<file path="src/rtl/vidc_reg_snoop.sv">
// Decodes async VIDC register writes into palette/cursor/timing shadows and a special-event stream; outputs move SYNC_STAGES+MIN_LOW+1 clk after nVIDW falls.
// No backpressure: one write per low pulse, each completed in one cycle; VIDC_WRITE_LOG_EN adds a 16-deep raw-write log that drops and counts on overflow.

`ifdef VIDC_WRITE_LOG_EN
module vidc_log_fifo #(
    parameter int W     = 32,
    parameter int DEPTH = 16
) (
    input  logic         clk,
    input  logic         reset_n,
    input  logic         i_push_vld,
    input  logic [W-1:0] i_push_dat,
    input  logic         i_pop_rdy,
    output logic [W-1:0] o_head_dat,
    output logic         o_empty,
    output logic         o_full
);
    localparam int AW = $clog2(DEPTH);

    logic [W-1:0] r_mem [DEPTH];
    logic [AW:0]  r_wr_ptr;
    logic [AW:0]  r_rd_ptr;
    logic         w_do_pop;
    logic         w_do_push;

    assign o_empty    = (r_wr_ptr == r_rd_ptr);
    assign o_full     = (r_wr_ptr[AW] != r_rd_ptr[AW]) && (r_wr_ptr[AW-1:0] == r_rd_ptr[AW-1:0]);
    assign w_do_pop   = i_pop_rdy && !o_empty;
    // A pop frees the slot this cycle, so a push into a full FIFO still lands.
    assign w_do_push  = i_push_vld && (!o_full || w_do_pop);
    assign o_head_dat = r_mem[r_rd_ptr[AW-1:0]];

    always_ff @(posedge clk) begin
        if (!reset_n) begin
            r_wr_ptr <= '0;
            r_rd_ptr <= '0;
        end else begin
            if (w_do_push) begin
                r_mem[r_wr_ptr[AW-1:0]] <= i_push_dat;
                r_wr_ptr                <= r_wr_ptr + 1'b1;
            end
            if (w_do_pop) begin
                r_rd_ptr <= r_rd_ptr + 1'b1;
            end
        end
    end
endmodule
`endif

module vidc_reg_snoop #(
    parameter int SYNC_STAGES = 2,
    parameter int MIN_LOW     = 2
) (
    input  logic         clk,
    input  logic         reset_n,
    input  logic         vidc_nvidw,
    input  logic [31:0]  vidc_d,
    output logic [191:0] vidc_palette,
    output logic [35:0]  vidc_cursor_palette,
    output logic [10:0]  v_cursor_x,
    output logic [9:0]   v_cursor_y,
    output logic [9:0]   v_cursor_yend,
    output logic         vidc_special_written,
    output logic [23:0]  vidc_special,
    output logic [23:0]  vidc_special_data,
    output logic         vidc_tregs_status,
    input  logic         vidc_tregs_ack,
    input  logic [3:0]   treg_sel,
    output logic [23:0]  treg_rdata
`ifdef VIDC_WRITE_LOG_EN
    ,
    input  logic         log_rd,
    output logic [31:0]  log_data,
    output logic         log_empty,
    output logic [7:0]   log_ovf
`endif
);
    localparam int             CW    = $clog2(MIN_LOW + 1);
    localparam logic [CW-1:0]  C_MIN = CW'(MIN_LOW);

    logic [SYNC_STAGES-1:0] r_sync;
    logic [SYNC_STAGES-1:0] r_sync_vld;
    logic [CW-1:0]          r_cnt;
    logic                   r_armed;
    logic                   r_ack_q;
    logic [191:0]           r_palette;
    logic [35:0]            r_cpal;
    logic [10:0]            r_cur_x;
    logic [9:0]             r_cur_y;
    logic [9:0]             r_cur_yend;
    logic                   r_spec_wr;
    logic [23:0]            r_spec;
    logic [23:0]            r_spec_dat;
    logic                   r_tregs_status;
    logic [23:0]            r_treg [16];

    logic       w_sync;
    logic       w_accept;
    logic [7:0] w_addr;
    logic       w_is_pal;
    logic       w_is_cur;
    logic       w_is_treg;
    logic       w_treg_chg;
    logic       w_ack_rise;

    assign w_sync     = r_sync[SYNC_STAGES-1];
    assign w_accept   = r_armed && (r_cnt == C_MIN);
    assign w_addr     = vidc_d[31:24];
    assign w_is_pal   = (w_addr[7:6] == 2'b00);
    assign w_is_cur   = (w_addr == 8'h44) || (w_addr == 8'h48) || (w_addr == 8'h4C);
    assign w_is_treg  = (w_addr[7:6] == 2'b10);
    assign w_treg_chg = w_accept && w_is_treg && (r_treg[w_addr[5:2]] != vidc_d[23:0]);
    assign w_ack_rise = vidc_tregs_ack && !r_ack_q;

    // r_sync_vld marks when the chain holds real samples, so the reset-time
    // idle value cannot re-arm a strobe that was already low through reset.
    always_ff @(posedge clk) begin
        if (!reset_n) begin
            r_sync     <= '1;
            r_sync_vld <= '0;
            r_cnt      <= '0;
            r_armed    <= 1'b0;
        end else begin
            r_sync     <= {r_sync[SYNC_STAGES-2:0], vidc_nvidw};
            r_sync_vld <= {r_sync_vld[SYNC_STAGES-2:0], 1'b1};
            if (w_sync) begin
                r_cnt <= '0;
            end else if (r_cnt != C_MIN) begin
                r_cnt <= r_cnt + 1'b1;
            end
            if (w_accept) begin
                r_armed <= 1'b0;
            end else if (w_sync && r_sync_vld[SYNC_STAGES-1]) begin
                r_armed <= 1'b1;
            end
        end
    end

    always_ff @(posedge clk) begin
        if (!reset_n) begin
            r_ack_q        <= 1'b0;
            r_palette      <= '0;
            r_cpal         <= '0;
            r_cur_x        <= '0;
            r_cur_y        <= '0;
            r_cur_yend     <= '0;
            r_spec_wr      <= 1'b0;
            r_spec         <= '0;
            r_spec_dat     <= '0;
            r_tregs_status <= 1'b0;
            for (int i = 0; i < 16; i++) begin
                r_treg[i] <= '0;
            end
        end else begin
            r_ack_q   <= vidc_tregs_ack;
            r_spec_wr <= 1'b0;
            if (w_accept) begin
                if (w_is_pal) begin
                    r_palette[w_addr[5:2]*12 +: 12] <= vidc_d[11:0];
                end else if (w_is_cur) begin
                    case (w_addr[3:2])
                        2'd1:    r_cpal[0  +: 12] <= vidc_d[11:0];
                        2'd2:    r_cpal[12 +: 12] <= vidc_d[11:0];
                        default: r_cpal[24 +: 12] <= vidc_d[11:0];
                    endcase
                end else if (w_is_treg) begin
                    r_treg[w_addr[5:2]] <= vidc_d[23:0];
                    if (w_addr == 8'h98) r_cur_x    <= vidc_d[23:13];
                    if (w_addr == 8'hB8) r_cur_y    <= vidc_d[23:14];
                    if (w_addr == 8'hBC) r_cur_yend <= vidc_d[23:14];
                end else begin
                    r_spec_wr  <= 1'b1;
                    r_spec     <= {16'h0, w_addr};
                    r_spec_dat <= vidc_d[23:0];
                end
            end
            // A change landing with an ack edge must survive for the MCU to see.
            if (w_treg_chg) begin
                r_tregs_status <= 1'b1;
            end else if (w_ack_rise) begin
                r_tregs_status <= 1'b0;
            end
        end
    end

    assign vidc_palette         = r_palette;
    assign vidc_cursor_palette  = r_cpal;
    assign v_cursor_x           = r_cur_x;
    assign v_cursor_y           = r_cur_y;
    assign v_cursor_yend        = r_cur_yend;
    assign vidc_special_written = r_spec_wr;
    assign vidc_special         = r_spec;
    assign vidc_special_data    = r_spec_dat;
    assign vidc_tregs_status    = r_tregs_status;
    assign treg_rdata           = r_treg[treg_sel];

`ifdef VIDC_WRITE_LOG_EN
    logic       w_log_full;
    logic [7:0] r_log_ovf;

    vidc_log_fifo #(.W(32), .DEPTH(16)) u_log_fifo (
        .clk        (clk),
        .reset_n    (reset_n),
        .i_push_vld (w_accept),
        .i_push_dat (vidc_d),
        .i_pop_rdy  (log_rd),
        .o_head_dat (log_data),
        .o_empty    (log_empty),
        .o_full     (w_log_full)
    );

    always_ff @(posedge clk) begin
        if (!reset_n) begin
            r_log_ovf <= '0;
        end else if (w_accept && w_log_full && !log_rd && (r_log_ovf != 8'hFF)) begin
            r_log_ovf <= r_log_ovf + 1'b1;
        end
    end

    assign log_ovf = r_log_ovf;
`endif
endmodule
</file>
<file path="config.mk">
export PLATFORM = sky130hd
export DESIGN_NAME = vidc_reg_snoop
export DESIGN_NICKNAME = d
export VERILOG_FILES = /design/src/rtl/vidc_reg_snoop.sv
export SDC_FILE = /design/constraint.sdc
export NUM_CORES = 1
export LEC_CHECK = 0
export ABC_AREA = 1
export CAP_MARGIN = 10
export CORE_MARGIN = 8
export CORE_UTILIZATION = 50
export CTS_CLUSTER_DIAMETER = 120
export DETAILED_ROUTE_END_ITERATION = 6
export HOLD_SLACK_MARGIN = 0.06
export PLACE_DENSITY = 0.72
export SETUP_SLACK_MARGIN = 0.5
export SYNTH_ARGS = -nofsm -noshare
export SYNTH_HDL_FRONTEND = slang
export SYNTH_SLANG_ARGS = --single-unit
</file>
<file path="constraint.sdc">
create_clock -name clk -period 4 [get_ports clk]
set_input_delay 0.4 -clock clk [delete_from_list [all_inputs] [get_ports clk]]
set_output_delay 0.4 -clock clk [all_outputs]
set_load 0.05 [all_outputs]
</file>
* Word level (Yosys, flattened, before mapping)
Memory sizes are Yosys's and may differ from the RTL's.
Cells that the tools add are included.
** Storage, ports and cells
- Register bits :: 301
- Bits in latches :: 0
- Bits in writable memories :: 384
- Memory bits (read-only) :: 0
- Input bits :: 40
- Output and inout bits :: 333
- Logic and storage cells :: 79
- Memories kept :: 1
** Operators by class
- $add $sub $neg :: 2
- Multipliers :: 1
- Divide/modulo/power cells :: 0
- $lt $le $gt $ge :: 0
- Equality and inequality tests :: 12
- Shift-type cells :: 2
- Muxes and demuxes :: 15
- Bitwise operators :: 6
- Reduce and logical (&&, ||, !) cells :: 23
** Memories
- r_treg :: depth 16, bits a word 24, rd ports 2, clocked after Yosys merged registers in 0, wr ports 16, RTL line 95 : logic [23:0] r_treg [16];
** Operator list (count)
- bitwise mux 192 bit :: 1
- variable shift 12 x 34 -> 192 bit, first input constant :: 1
- variable part select 12 x 34 -> 192 bit :: 1
- negator 8 -> 34 bit :: 1
- equality test 8 x 7 -> 1 bit, second input constant :: 3
- equality test 8 bit, second input constant :: 3
- two-way mux 24 bit :: 1
- != test 24 bit :: 1
- OR reduction 24 bit :: 1
- AND reduction 4 bit :: 4
- AND reduction 5 bit :: 3
- two-way mux 1 bit :: 12
- equality test 2 bit, second input constant :: 3
- multiplier 4 x 2 -> 6 bit, second input constant :: 1
- NOT 1 bit :: 6
- OR reduction 2 bit :: 3
- logical AND 1 bit :: 5
- two-way mux 4 bit :: 1
- OR reduction 4 bit :: 1
- adder 2 x 1 -> 2 bit, second input constant :: 1
- equality test 2 x 1 -> 1 bit, second input constant :: 1
- zero test 2 bit :: 1
- logical OR 1 bit :: 2
- != test 2 bit, second input constant :: 1
- other kinds (3) :: 3

* Longest topological paths before layout
Gate-level depths: netlist of the first run.
- Depth after elaboration :: 10
- Gate-level depth with buffers :: 23
- Depth with buffers taken out :: 20

* Worst setup path before layout of the first run
Ideal clock, no wire load.
- Path kind :: input port to flip-flop
- From :: input port vidc_d[28]
- To :: register r_palette[73], in the netlist vidc_palette[73]
- Setup time :: 0.118 ns
- Arrival time :: 3.414 ns
- Data required time :: 3.882 ns
- Path slack :: 0.469 ns
- Stages on the path :: 19
- Path buffers :: 4
- Cells stage by stage :: clkbuf_1 inv_2 buf_1 ha_1 inv_1 nand2_1 nand3_1 nand2_2 inv_1 nor2_1 ha_1 buf_2 clkinv_1 nor2_8 nand2_1 buf_6 o21ai_4 and3_1 nor2_1
** On the way
- Cells in the longest elaborated chain, start to end :: 4
- Elaborated cells between the ends (all ways) :: 5
- Those cells by class :: add/sub (1); mul (1); shift (2); mux (1)
** Ends and longest elaborated chain
- start: declaration :: RTL line 57 : input logic [31:0] vidc_d,
- multiplier 4 x 2 -> 6 bit (*) :: RTL line 159 : r_palette[w_addr[5:2]*12 +: 12] <= vidc_d[11:0];
- negator 8 -> 34 bit (*) :: RTL line 159
- variable part select 12 x 34 -> 192 bit or variable shift 12 x 34 -> 192 bit (tied branches) :: RTL line 159
- bitwise mux 192 bit (*) :: RTL line 159
- end signal: indexed assignment :: RTL line 159
- end: declaration :: RTL line 86 : logic [191:0] r_palette;
Every way passes the cells marked *; elsewhere a longest branch is shown, timed or not.
A chain may end at the register's enable or synchronous reset.

* Final worst setup path of the first run
- From :: input port vidc_d[29]
- To :: register r_palette[19], in the netlist vidc_palette[19]
The elaborated chain is that of the path after synthesis.

==> run_results.csv, run 1 <==
group,metric,value,unit
placed_design,pre_cts_slack,0.166,ns
clock_tree,cts_resized,0,
job,maxCapViolCount,0,
worst_setup_path,critPathKind,"in2reg",
synth,synth.avg_cell_area,8.24,µm²
timing,period_minus_slack,3.27,ns
cells_and_area,drive_gt1_share,7.88,%
floorplan,die_w,276,µm
timing,relSlewSlack,31.8,%
clock_tree,cts_max_level,3,
synth,synth_largest_area_cell,"edfxtp_1",
status,outcome,"complete, but fails checks",
worst_setup_path,start_kind,"primary input",
drt,drtAntennaViolNets,0,
timing,drv_slew,0,
floorplan,die_h,276,µm
pwr,total_power,0.0165,W
floorplan,core,67000,µm²
synth,synth_area_leaders,"edfxtp_1, dfxtp_1, a21oi_1, nor2_1, o21ai_0",
global_routing,grt_overflow,0,
floorplan,ios,373,
timing,rsz0062_at_grt,"false",
drt,vias_per_cell,5.96,
drt,drt_iter0_drc,3968,
worst_setup_path,worst_path_most_repeated_cell,"buf_4",
timing,setup_viol,0,
drt,drt_first_pass_iters,7,
floorplan,dieArea,76200,µm²
clock_tree,insertion_delay,0.64,ns
synth,synth_area,33800,µm²
clock_tree,cts_buffers,74,
drt,drt_wl_total,121000,µm
drt,via_count,31253,
global_routing,grt_max_degree,217,
pwr,power.leakage,15.8,nW
worst_setup_path,slowest_stage,"clkdlybuf4s50_1",
worst_setup_path,cp_num_buf_inv,5,
worst_setup_path,critPathRequiredTime,4.56,ns
worst_setup_path,critPathTopFamily,"buffers and inverters",
pwr,vdd_drop_max,316,µV
min_path,min_from,"reset_n",
placed_design,place_congestion,0.938,
global_routing,grt_util_met3,6.73,%
worst_setup_path,worstPathCellList,"clkdlybuf4s50_1 > buf_4 > buf_4 > ha_1 > a21oi_2 > ha_1 > clkinv_1 > nor2_8 > nand2_1 > buf_4 > nor2_4 > o21ai_0 > a21oi_1",
clock_tree,cts_tree,"built",
clock_tree,cts_sinks,685,
drt,drc,17,
placed_design,port_buffers,356,
global_routing,track_usage,30.6,%
floorplan,start_util,50.4,%
worst_setup_path,critPathLaunch,"vidc_d[29]",
timing,finClkSkew,0.0161,ns
synth,synth_top_area_share,34.1,%
worst_setup_path,cp_max_fo,25,
synth,syn_inst,4099,
worst_setup_path,endpoint_kind,"flop",
clock_tree,cts.clk_slew.worst_paths,0.06,ns
global_routing,grtUsageMet2,48.0,%
status,violations,"design-rule violations",
synth,yosysWarningCount,0,
cells_and_area,fillers,5825,
global_routing,grt-busiest-layer,"met2",
synth,synth_cell_types,46,
clock_tree,root_buffer,"clkbuf_16",
worst_setup_path,reg2reg_from,"r_cnt[0]$_SDFFE_PP0P_",
timing,max_freq,306,MHz
timing,finalSetupTns,0,ns
cells_and_area,finalNetCount,4361,
pwr,p_per_area,407,nW/µm²
timing,whs,0.148,ns
floorplan,rows,95,
clock_tree,cts_hold_buf,0,
global_routing,grt_pass1_vias,28878,
global_routing,grt_pass1_wl,178000,µm
timing,finalHoldViolCount,0,
timing,fin_crit_sh,81.8,%
drt,routedWlPerCell,23.1,µm
global_routing,grtUsageMet1,39.5,%
timing,worst_slew_pin_slew,1.02,ns
clock_tree,clk_path_buf_depth,3,
placed_design,hpwl,78800,µm
synth,ys_seq_area_share,52.0,%
min_path,hold_path_class,"in2reg",
cells_and_area,syn2layout_area_growth,20.0,%
global_routing,antenna_found_initial,7,
synth,ys_ff_latch,685,
timing,fin_ws,0.727,ns
worst_setup_path,crit_arrival,3.83,ns
clock_tree,post_cts_buffers,0,
worst_setup_path,cp_slowest_stage_delay,0.50,ns
## worst paths after layout
path,end,slack [ns],cells past startpoint
min,r_sync_vld[0]$_DFF_P_,0.15,1
max,vidc_palette[19]$_SDFFE_PN0P_,0.73,13
max reg2reg,r_treg[11][6]$_SDFFCE_PN0P_,1.35,11
min reg2reg,r_sync_vld[1]$_SDFF_PN0_,0.42,2
## placed cells by master, fill, tap and decap left out, drive strengths merged, types with 133 or more instances in the layout
master / netlist / layout
nor2: 610 / 610
nand2: 527 / 527
a21oi: 488 / 488
o21ai: 452 / 452
edfxtp: 384 / 384
inv: 349 / 354
clkdlybuf4s50: 0 / 326
nand3: 314 / 314
dfxtp: 301 / 301
o211ai: 151 / 151
buf: 125 / 133
## kinds of logic after synthesis
kind of cell    count (synthesis)  synth area share (%)
compound gates               1192                  19.8
fa+ha+maj                      14                 0.518
buf+inv                       695                  8.35
flops                         685                  52.0
other cells                     1                0.0111
simple gates                 1512                  19.4
## through the flow
step                      instance area [µm²]  instances  util [%]
after floorplan                         33900       4114         -
after global placement                  38100       5104      56.8
after detailed placement                38100       5104      56.8
after CTS                               40500       5238      60.5
after global routing                    40600       5243      60.5
final                                   40600       5245      60.5
## report_power, final
group / internal (W) / switching [W] / total [W]
clock: 0.00398 / 0.00292 / 0.00689
sequential: 0.00755 / 0.0000501 / 0.00760
combinational: 0.000537 / 0.00149 / 0.00203
total: 0.0121 / 0.00446 / 0.0165
## layer usage
metal	wire, µm	up-vias
li1	-	14392
met1	46700	14654
met2	54800	1840
met3	12900	365
met4	6910	2
met5	12	-
## state kept, by name, indices dropped and copies added, names as in the netlist, 2 cells and up
register	count
v_cursor_y	10
r_cnt	2
vidc_special	8
v_cursor_x	11
vidc_cursor_palette	36
v_cursor_yend	10
r_sync	2
r_sync_vld	2
r_treg	384
vidc_palette	192
vidc_special_data	24
## cell usage after synthesis, drive strengths merged
library cell / count
nor2: 610
nand2: 527
a21oi: 488
o21ai: 452
edfxtp: 384
inv: 349
nand3: 314
dfxtp: 301
clkbuf: 217
o211ai: 151
buf: 125
nand4: 38
o21a: 38
a211oi: 25
o221ai: 21
nor3: 16
ha: 14
o22ai: 11
a22oi: 4
clkinv: 4
or2: 3
and2: 2
and3: 1
conb: 1
nor4: 1
o311ai: 1
o31ai: 1
## cell type report
class / count / area [µm²] / share of cell area (%)
flip-flops and latches: 685 / 17600 / 43.3
clock buffers: 108 / 2160 / 5.32
well taps: 873 / 1090 / 2.69
inverters: 353 / 1330 / 3.29
clock inverters: 26 / 284 / 0.700
repair buffers: 459 / 4640 / 11.4
multi-input cells: 2734 / 13500 / 33.2
diodes: 7 / 17.5 / 0.0432
Power figures use the tool's default switching activity.
==> inputs of run 2 (changes only) <==
==> constraint.sdc (replaced) <==
create_clock -name clk -period 3.1 [get_ports clk]
set_input_delay 0.31 -clock clk [delete_from_list [all_inputs] [get_ports clk]]
set_output_delay 0.31 -clock clk [all_outputs]
set_load 0.05 [all_outputs]
==> run 2 against run 1 <==
Compared with the run above:
- the run now ends clean
- utilization up 1.4 points
- cell area rose by 2.2%
- die area is the same
- critical path type is now in2out
- largest power group unchanged
==> run_results.csv, run 2 (synthesis gave the netlist of run 1 again) <==
group,metric,value,unit
placed_design,port_buffers,356,
cells_and_area,instances_no_fill,5311,
status,outcome,"completed",
floorplan,dieArea,76200,µm²
timing,rsz0062_at_grt,"true",
global_routing,antenna_found_initial,8,
clock_tree,cts_max_level,3,
cells_and_area,drive_gt1_share,9.66,%
cells_and_area,final_cell_mix,"nor2_1, nand2_1, a21oi_1, o21ai_0, edfxtp_1",
timing,max_freq,406,MHz
cells_and_area,final_common_cell,"nor2_1",
drt,via_count,31404,
pwr,power_switching,0.00592,W
timing,finalSetupTns,0,ns
placed_design,place_area,38900,µm²
pwr,combPwrFrac,12.8,%
global_routing,grt_util_met3,7.45,%
floorplan,start_util,50.4,%
timing,period_minus_slack,2.46,ns
floorplan,rows,95,
worst_setup_path,cp_max_fo,77,
pwr,p_sw_share,27.2,%
floorplan,die_w,276,µm
global_routing,grt-busiest-layer,"met2",
floorplan,die_h,276,µm
cells_and_area,finalNetCount,4426,
worst_setup_path,start_kind,"primary input",
cells_and_area,fin_util,61.9,%
pwr,vdd_drop_max,406,µV
worst_setup_path,crit_arrival,2.15,ns
min_path,hold_path_class,"in2reg",
worst_setup_path,critPathRequiredTime,2.79,ns
drt,drt_iter0_drc,4486,
global_routing,grt_overflow,0,
pwr,p_per_area,525,nW/µm²
cells_and_area,largest_register,"r_treg",
timing,whs,0.122,ns
drt,drt_wl_total,123000,µm
clock_tree,clk_path_buf_depth,3,
timing,fin_crit_sh,79.4,%
global_routing,grtUsageMet1,40.1,%
clock_tree,cts_sinks,685,
drt,drc,0,
global_routing,grtUsageMet2,49.2,%
clock_tree,cts_tree,"built",
floorplan,ios,373,
cells_and_area,largest_reg_flops,384,
timing,finClkSkew,0.0386,ns
drt,vias_per_cell,5.91,
clock_tree,insertion_delay,0.65,ns
global_routing,track_usage,31.2,%
clock_tree,cts_buffers,75,
timing,worst_slew_pin_slew,0.945,ns
global_routing,grt_pass1_wl,181000,µm
clock_tree,root_buffer,"clkbuf_16",
job,maxCapViolCount,0,
cells_and_area,fin_area,41500,µm²
floorplan,core,67000,µm²
pwr,power.leakage,16.3,nW
worst_setup_path,endpoint_kind,"output pin",
drt,routedWlPerCell,23.2,µm
worst_setup_path,critPathKind,"in2out",
placed_design,place_congestion,0.963,
clock_tree,cts.clk_slew.worst_paths,0.06,ns
drt,drtAntennaViolNets,0,
drt,drt_first_pass_iters,6,
timing,drv_slew,0,
timing,setup_viol,0,
placed_design,hpwl,80000,µm
timing,relSlewSlack,37.0,%
pwr,p_int,0.0159,W
global_routing,grt_max_degree,187,
pwr,p_clk_share,42.1,%
cells_and_area,syn2layout_area_growth,22.7,%
placed_design,dp_cells,5167,
timing,finalHoldViolCount,0,
pwr,power_frac_seq,45.1,%
global_routing,grt_pass1_vias,28975,
## run 2: metal layers
layer | vias to the layer above | part of all wire, %
met5 | - | 0.019
met4 | 4 | 5.2
met3 | 359 | 11
met2 | 1836 | 46
met1 | 14671 | 38
li1 | 14534 | -
## run 2: final cells by class
type	count	area, µm²
antenna	7	17.5
clock buffer	104	2120
clock inverter	32	404
fill	5663	25600
inverter	353	1370
multi-input combinational	2734	13600
sequential	685	17600
tap	873	1090
timing repair buffer	523	5340
## run 2: stage by stage
stage | worst slack [ns] | total power (W)
finish | 0.640 | 0.0218
CTS | 0.555 | 0.0218
detailed placement | 0.0702 | 0.0127
global placement | 0.183 | 0.0127
floorplan | 0.356 | 0.0117
global route | 0.481 | 0.0224
## run 2: worst paths after layout
path	from	endpoint	slack (ns)	cells past startpoint
hold reg to reg	r_sync_vld[0]$_DFF_P_	r_sync_vld[1]$_SDFF_PN0_	0.42	2
setup reg to reg	r_cnt[0]$_SDFFE_PP0P_	vidc_palette[91]$_SDFFE_PN0P_	0.69	11
setup / recovery	treg_sel[0]	treg_rdata[5]	0.64	8
hold / removal	reset_n	vidc_palette[4]$_SDFFE_PN0P_	0.12	3
## run 2: power groups by stage
stage          combinational (W)  clock [W]  sequential [W]
6_report                 0.00279    0.00917         0.00981
5_1_grt                  0.00297    0.00960         0.00982
4_1_cts                  0.00273    0.00923         0.00981
3_5_place_dp             0.00271          0          0.0100
3_3_place_gp             0.00269          0         0.00999
2_1_floorplan            0.00171          0         0.00999
## run 2: repair_timing
action	4_1_cts	5_1_grt
hold buffers	1	0
hold endpoints to repair	1	0
buffers inserted	0	0
endpoints found under the setup margin	0	218
gates resized for setup	0	12
## run 2: critical path, cell delays in order
cell and delay (ns):
buf_8 0.36, buf_12 0.34, o21ai_0 0.14, a21oi_1 0.16, o22ai_1 0.13, o21ai_0 0.28
buf_4 0.20, buf_12 0.13
